## config.mk

```make
export PLATFORM = sky130hd
export DESIGN_NAME = reg_timeout_guard
export DESIGN_NICKNAME = d
export VERILOG_FILES = /design/src/rtl/reg_pkg.sv /design/src/rtl/reg_timeout_cnt.sv /design/src/rtl/reg_timeout_guard.sv
export SDC_FILE = /design/constraint.sdc
export NUM_CORES = 1
export LEC_CHECK = 0
export BUFFER_PORTS_ARGS = -buffer_cell sky130_fd_sc_hd__buf_2
export CELL_PAD_IN_SITES_DETAIL_PLACEMENT = 2
export CELL_PAD_IN_SITES_GLOBAL_PLACEMENT = 2
export CORE_MARGIN = 10
export CORE_UTILIZATION = 10
export DETAILED_ROUTE_END_ITERATION = 16
export PLACE_DENSITY = 0.82
export SLEW_MARGIN = 40
export SYNTH_ARGS = -nofsm -noshare
export SYNTH_HDL_FRONTEND = slang
export SYNTH_HIERARCHICAL = 1
export SYNTH_SLANG_ARGS = --single-unit
```

## constraint.sdc

```tcl
create_clock -name clk_i -period 3.9 [get_ports clk_i]
set_input_delay 0.195 -clock clk_i [delete_from_list [all_inputs] [get_ports clk_i]]
set_output_delay 0.195 -clock clk_i [all_outputs]
set_load 0.05 [all_outputs]
```

## src/rtl/reg_pkg.sv

```systemverilog
// Shared register-bus types plus the timeout-guard state enum and default error data.
package reg_pkg;

    localparam int unsigned AddrWidth = 32;
    localparam int unsigned DataWidth = 32;
    localparam int unsigned StrbWidth = DataWidth / 8;

    typedef logic [AddrWidth-1:0] addr_t;
    typedef logic [DataWidth-1:0] data_t;
    typedef logic [StrbWidth-1:0] strb_t;

    typedef struct packed {
        addr_t addr;
        logic  write;
        data_t wdata;
        strb_t wstrb;
        logic  valid;
    } reg_req_t;

    typedef struct packed {
        data_t rdata;
        logic  error;
        logic  ready;
    } reg_rsp_t;

    typedef enum logic {
        PASS     = 1'b0,
        ISOLATED = 1'b1
    } reg_guard_state_e;

    localparam data_t REG_GUARD_ERR_DATA = 32'hBADC_AB1E;

endpackage

```

## src/rtl/reg_timeout_cnt.sv

```systemverilog
// Wait-cycle counter: counts consecutive enabled cycles, flags the last allowed one.
module reg_timeout_cnt #(
    parameter int unsigned Width = 5,
    parameter int unsigned Limit = 16
) (
    input  logic clk_i,
    input  logic rst_ni,
    input  logic en_i,
    input  logic clr_i,
    output logic expire_o
);

    localparam logic [Width-1:0] LastVal = Width'(Limit - 1);

    logic [Width-1:0] cnt_q;
    logic [Width-1:0] cnt_d;

    // Any gap in the stall (valid low or slave ready) restarts the count.
    always_comb begin
        cnt_d = cnt_q;
        if (clr_i || !en_i) begin
            cnt_d = '0;
        end else begin
            cnt_d = cnt_q + Width'(1);
        end
    end

    always_ff @(posedge clk_i or negedge rst_ni) begin
        if (!rst_ni) begin
            cnt_q <= '0;
        end else begin
            cnt_q <= cnt_d;
        end
    end

    assign expire_o = en_i && (cnt_q == LastVal);

endmodule

```

## src/rtl/reg_timeout_guard.sv

```systemverilog
// Register-bus guard: forwards traffic, errors out stalled requests and isolates a hung slave.
// Optional macro REG_TIMEOUT_GUARD_LOG_EN adds last_addr_o / to_count_o timeout logging.
module reg_timeout_guard
    import reg_pkg::*;
#(
    parameter int unsigned TimeoutCycles = 16,
    parameter data_t       ErrData       = REG_GUARD_ERR_DATA
) (
    input  logic     clk_i,
    input  logic     rst_ni,
    input  reg_req_t req_i,
    output reg_rsp_t rsp_o,
    output reg_req_t req_o,
    input  reg_rsp_t rsp_i,
    input  logic     clear_i,
    output logic     timeout_o,
    output logic     isolated_o
`ifdef REG_TIMEOUT_GUARD_LOG_EN
    ,
    output addr_t      last_addr_o,
    output logic [7:0] to_count_o
`endif
);

    localparam int unsigned CntWidth = (TimeoutCycles > 0) ? $clog2(TimeoutCycles + 1) : 1;

    reg_guard_state_e state_q;
    reg_guard_state_e state_d;
    logic             wait_en;
    logic             expire;
    reg_rsp_t         err_rsp;

    assign err_rsp = '{rdata: ErrData, error: 1'b1, ready: 1'b1};
    assign wait_en = (state_q == PASS) && req_i.valid && !rsp_i.ready;

    if (TimeoutCycles > 0) begin : g_cnt
        reg_timeout_cnt #(
            .Width (CntWidth),
            .Limit (TimeoutCycles)
        ) u_cnt (
            .clk_i    (clk_i),
            .rst_ni   (rst_ni),
            .en_i     (wait_en),
            .clr_i    (expire),
            .expire_o (expire)
        );
    end else begin : g_no_cnt
        assign expire = 1'b0;
    end

    always_comb begin
        state_d    = state_q;
        req_o      = req_i;
        rsp_o      = rsp_i;
        timeout_o  = 1'b0;
        isolated_o = 1'b0;
        case (state_q)
            PASS: begin
                // expire already excludes a same-cycle slave ready, so the slave wins the race.
                if (expire) begin
                    rsp_o     = err_rsp;
                    timeout_o = 1'b1;
                    state_d   = ISOLATED;
                end
            end
            ISOLATED: begin
                isolated_o  = 1'b1;
                req_o.valid = 1'b0;
                rsp_o       = '0;
                if (req_i.valid) begin
                    rsp_o = err_rsp;
                end
                if (clear_i) begin
                    state_d = PASS;
                end
            end
        endcase
    end

    always_ff @(posedge clk_i or negedge rst_ni) begin
        if (!rst_ni) begin
            state_q <= PASS;
        end else begin
            state_q <= state_d;
        end
    end

`ifdef REG_TIMEOUT_GUARD_LOG_EN
    addr_t      last_addr_q;
    addr_t      last_addr_d;
    logic [7:0] to_count_q;
    logic [7:0] to_count_d;

    always_comb begin
        last_addr_d = last_addr_q;
        to_count_d  = to_count_q;
        if (timeout_o) begin
            last_addr_d = req_i.addr;
            if (to_count_q != 8'hFF) begin
                to_count_d = to_count_q + 8'd1;
            end
        end
    end

    always_ff @(posedge clk_i or negedge rst_ni) begin
        if (!rst_ni) begin
            last_addr_q <= '0;
            to_count_q  <= '0;
        end else begin
            last_addr_q <= last_addr_d;
            to_count_q  <= to_count_d;
        end
    end

    assign last_addr_o = last_addr_q;
    assign to_count_o  = to_count_q;
`endif

endmodule

```

### Word level (Yosys, flattened, before mapping)

Cells that the tools add are included.

* register bits: 6
* output and inout bits: 106
* logic and storage cells: 21

* add/subtract/negate cells: 1
* eq/ne operators: 1
* muxes and demuxes: 10
* bitwise gates (word level): 1
* reductions and logical operators: 6

Operators with widths (number)
* two-way mux 34 bit: 2
* case mux 34 bit (2 select lines): 1
* adder 5 x 1 -> 5 bit (second input constant): 1
* equality test 5 x 4 -> 1 bit (second input constant): 1
* two-way mux 1 bit: 5
* two-way mux 5 bit: 1
* logical AND 1 bit: 3
* logical NOT 1 bit: 2
* case mux 1 bit (2 select lines): 1
* logical OR 1 bit: 1
* NOT 1 bit: 1

### Logic depth before layout (Yosys ltp)

* word-level depth: 6
* gate-level depth with buffers: 7
* gate-level depth less buffers: 6

### Cells and area by module

The synthesis kept the hierarchy.

Modules (own cells, without submodules)
* reg_timeout_guard: times used 1, cells each 116, area an instance 867.1 µm², seq. area each 25.0 µm²
* reg_timeout_cnt: times used 1, cells each 21, area an instance 234.0 µm², seq. area each 125.1 µm²

### Worst setup path before layout

OpenSTA, ideal clock, no wires.

* path type: reg2out
* start: reg state_q
* end: out rsp_o[12] (netlist bit)
* data arrival time: 2.236 ns
* required time: 3.705 ns
* slack: 1.469 ns
* stages on the path, launching flop included: 7
* buffers on the path: 1
* path through: dfrtp_1 > and2b_2 > nor2b_1 > and2_2 > nor2_1 > clkbuf_2 > and2_1

RTL lines
* from (decl): line reg_timeout_guard.sv:27 `reg_guard_state_e state_q;`
* from (signal assigned): line reg_timeout_guard.sv:84 `state_q <= state_d;`
* to (decl): line reg_timeout_guard.sv:12 `output reg_rsp_t rsp_o,`

==> flow_summary.json <==
{
  "status": "finished clean",
  "postSynthNetCount": 246,
  "critPathLaunchType": "flop",
  "cp_top_family": "simple AND/OR/NAND/NOR gates",
  "ys_warn_count": 6,
  "first_pass_iters": 2,
  "postCtsHoldBufs": 1,
  "path_depth": 7,
  "synth_edf_count": 0,
  "fmax_ghz": 0.3733,
  "hpwl_mm": 3.354,
  "antenna_found_initial": 0,
  "crit_type": "reg2out",
  "rsz0062_at_grt": "no",
  "post-route-util_pct": 10.61,
  "wirelength_mm": 3.860,
  "power.density_mw_per_mm2": 249.6,
  "crit_required_ns": 3.70,
  "cpMostUsedCell": "ha_1",
  "cts.repair.resized": 0,
  "worstPathArrival_ns": 2.48,
  "min_path_type": "in2reg",
  "die_w_um": 124.9,
  "hold_violations": 0,
  "tns_ns": 0,
  "placed_cell_area_mm2": 0.001091,
  "netlist_instances": 137,
  "ant_nets": 0,
  "cts_tree": "done",
  "wl_per_cell_um": 13.74,
  "path_buf_inv": 1,
  "relSlewSlack_pct": 54.68,
  "worst_slew_pin_slew_ns": 0.6773,
  "cts_buffers": 3,
  "grt_pass1_wl_mm": 5.920,
  "gp_congestion": 0.6743,
  "synth.ff_latch_count": 6,
  "start_util_pct": 10.20,
  "critPathMaxStageDelay_ns": 0.54,
  "path_clk_slew_ns": 0.04,
  "min_path_cells": 2,
  "vias": 863,
  "setup_viol": 0,
  "fp-row-count": 38,
  "yosys.area.top_type": "buf_4",
  "vias_per_cell": 3.071,
  "antenna_cells": 0,
  "place_inst": 277,
  "worstPathCellList": "ha_1 > and3_1 > ha_1 > and2_2 > nor2_1 > and2_1 > buf_2",
  "synth_top_area_share_pct": 47.05,
  "grt_start_max_net_pins": 22,
  "layout-drive-gt1-share_pct": 58.16,
  "grt_overflow": 0,
  "ys_top_cells_by_area": "buf_4 (47%), o21a_1 (14%), dfrtp_1 (14%)",
  "final_net_count": 252,
  "p_leak_nw": 0.5629,
  "final_common_cell": "buf_2",
  "synthToLayoutAreaGrowth_pct": 3.977,
  "async_flop_share_pct": 100.0,
  "cts.path.max_buffers": 2,
  "synth_flop_cell": "dfrtp_1",
  "ys_seq_area_share_pct": 13.64,
  "core-area_mm2": 0.01079,
  "netlist_area_mm2": 0.001101,
  "dieArea_mm2": 0.01561,
  "end_kind": "primary output",
  "route.detailed.drc": 0,
  "ys_types": 23,
  "clockRootBuffer": "clkbuf_8",
  "io_pins": 213,
  "crit_path_top_delay_cell": "nor2_1",
  "period_needed_ns": 2.679,
  "place.port_buffers": 74,
  "final_cells": 281,
  "drt_iter0_markers": 16,
  "ff2ff_path_depth": 6,
  "most-common-layout-cells": "buf_2 (74), o21a_1 (21), and2_1 (13), dfrtp_1 (6), nor2_1 (5)",
  "ir_drop_mv": 0.07610,
  "syn_avg_cell_area_um2": 8.037,
  "die_y_um": 124.9,
  "critPathMaxFanout": 14,
  "post_cts_buffers": 0,
  "cts_sinks": 6,
  "fin_crit_sh_pct": 68.69,
  "htree_levels": 1,
  "timing.max_cap.violations": 0,
  "grt_use_total_pct": 4.685,
  "report.final.slew_viol_count": 0,
  "insertion_delay_ns": 0.22,
  "fin_area_mm2": 0.001145,
  "finalClockSkew_ns": 0.001299,
  "first_global_vias": 1030
}
-- Yosys cell counts, drive strengths merged, types with 2 or more instances --
master / n
and2: 14
and2b: 2
buf: 73
dfrtp: 6
ha: 2
inv: 2
nor2: 5
o21a: 21
-- registers in the layout, summed over array words and instances (netlist names) --
signal,count
state_q,1
g_cnt.u_cnt/cnt_q,5
-- routing by layer --
| metal | vias up | wire length [µm] | track usage (%) | share of wire, % |
|---|---|---|---|---|
| met1 | 396 | 1260 | 4.150 | 33 |
| met5 | - | 0 | 0 | 0 |
| met2 | 67 | 1987 | 8.189 | 51 |
| met4 | 0 | 150 | 2.778 | 3.9 |
| met3 | 24 | 463 | 2.662 | 12 |
| li1 | 376 | - | - | - |
-- final cells by class --
| type | instances | area (µm²) |
|---|---|---|
| fill | 1287 | 9648 |
| tap | 140 | 175.2 |
| sequential | 6 | 150.1 |
| timing repair buffer | 75 | 380.4 |
| inverter | 2 | 7.507 |
| clock buffer | 3 | 41.29 |
| multi-input combinational | 55 | 390.4 |
-- where the power goes --
part	switching [mW]	internal, mW
clock	0.0260	0.0662
sequential	0.000672	0.0636
combinational	0.0901	0.0392
total	0.117	0.169
-- cells by family (layout without fill, tap and decap cells) --
group	after synthesis	count (layout)	synth area share, %
xor+xnor	1	1	0.7956
simple gates	29	29	16.48
compound gates	22	22	14.77
buf+inv	76	80	51.14
flops	6	6	13.64
mux	1	1	0.9091
fa+ha+maj	2	2	2.272
-- path summary, 6_finish.rpt --
| path | startpoint | to | slack, ns |
|---|---|---|---|
| setup / recovery | g_cnt.u_cnt/cnt_q[0] | rsp_o[23] | 1.22 |
| hold / removal | clear_i | state_q | 0.16 |
| setup reg to reg | g_cnt.u_cnt/cnt_q[0] | state_q | 1.92 |
| hold reg to reg | g_cnt.u_cnt/cnt_q[0] | g_cnt.u_cnt/cnt_q[0] | 0.46 |
| max in group asynchronous | rst_ni | g_cnt.u_cnt/cnt_q[2] | 3.41 |
| min in group asynchronous | rst_ni | g_cnt.u_cnt/cnt_q[1] | 0.35 |
-- per-stage QoR --
step                      setup slack [ns]  total power, mW  hold slack, ns
after floorplan                      1.469           0.3445         -0.1006
after global placement               1.506           0.1930         0.02442
after detailed placement             1.395           0.1956         0.02918
after CTS                            1.120           0.2927          0.1524
after global routing                0.9934           0.3020          0.1721
final                                1.221           0.2858          0.1573
No activity file was read; power rests on OpenSTA's default activity.
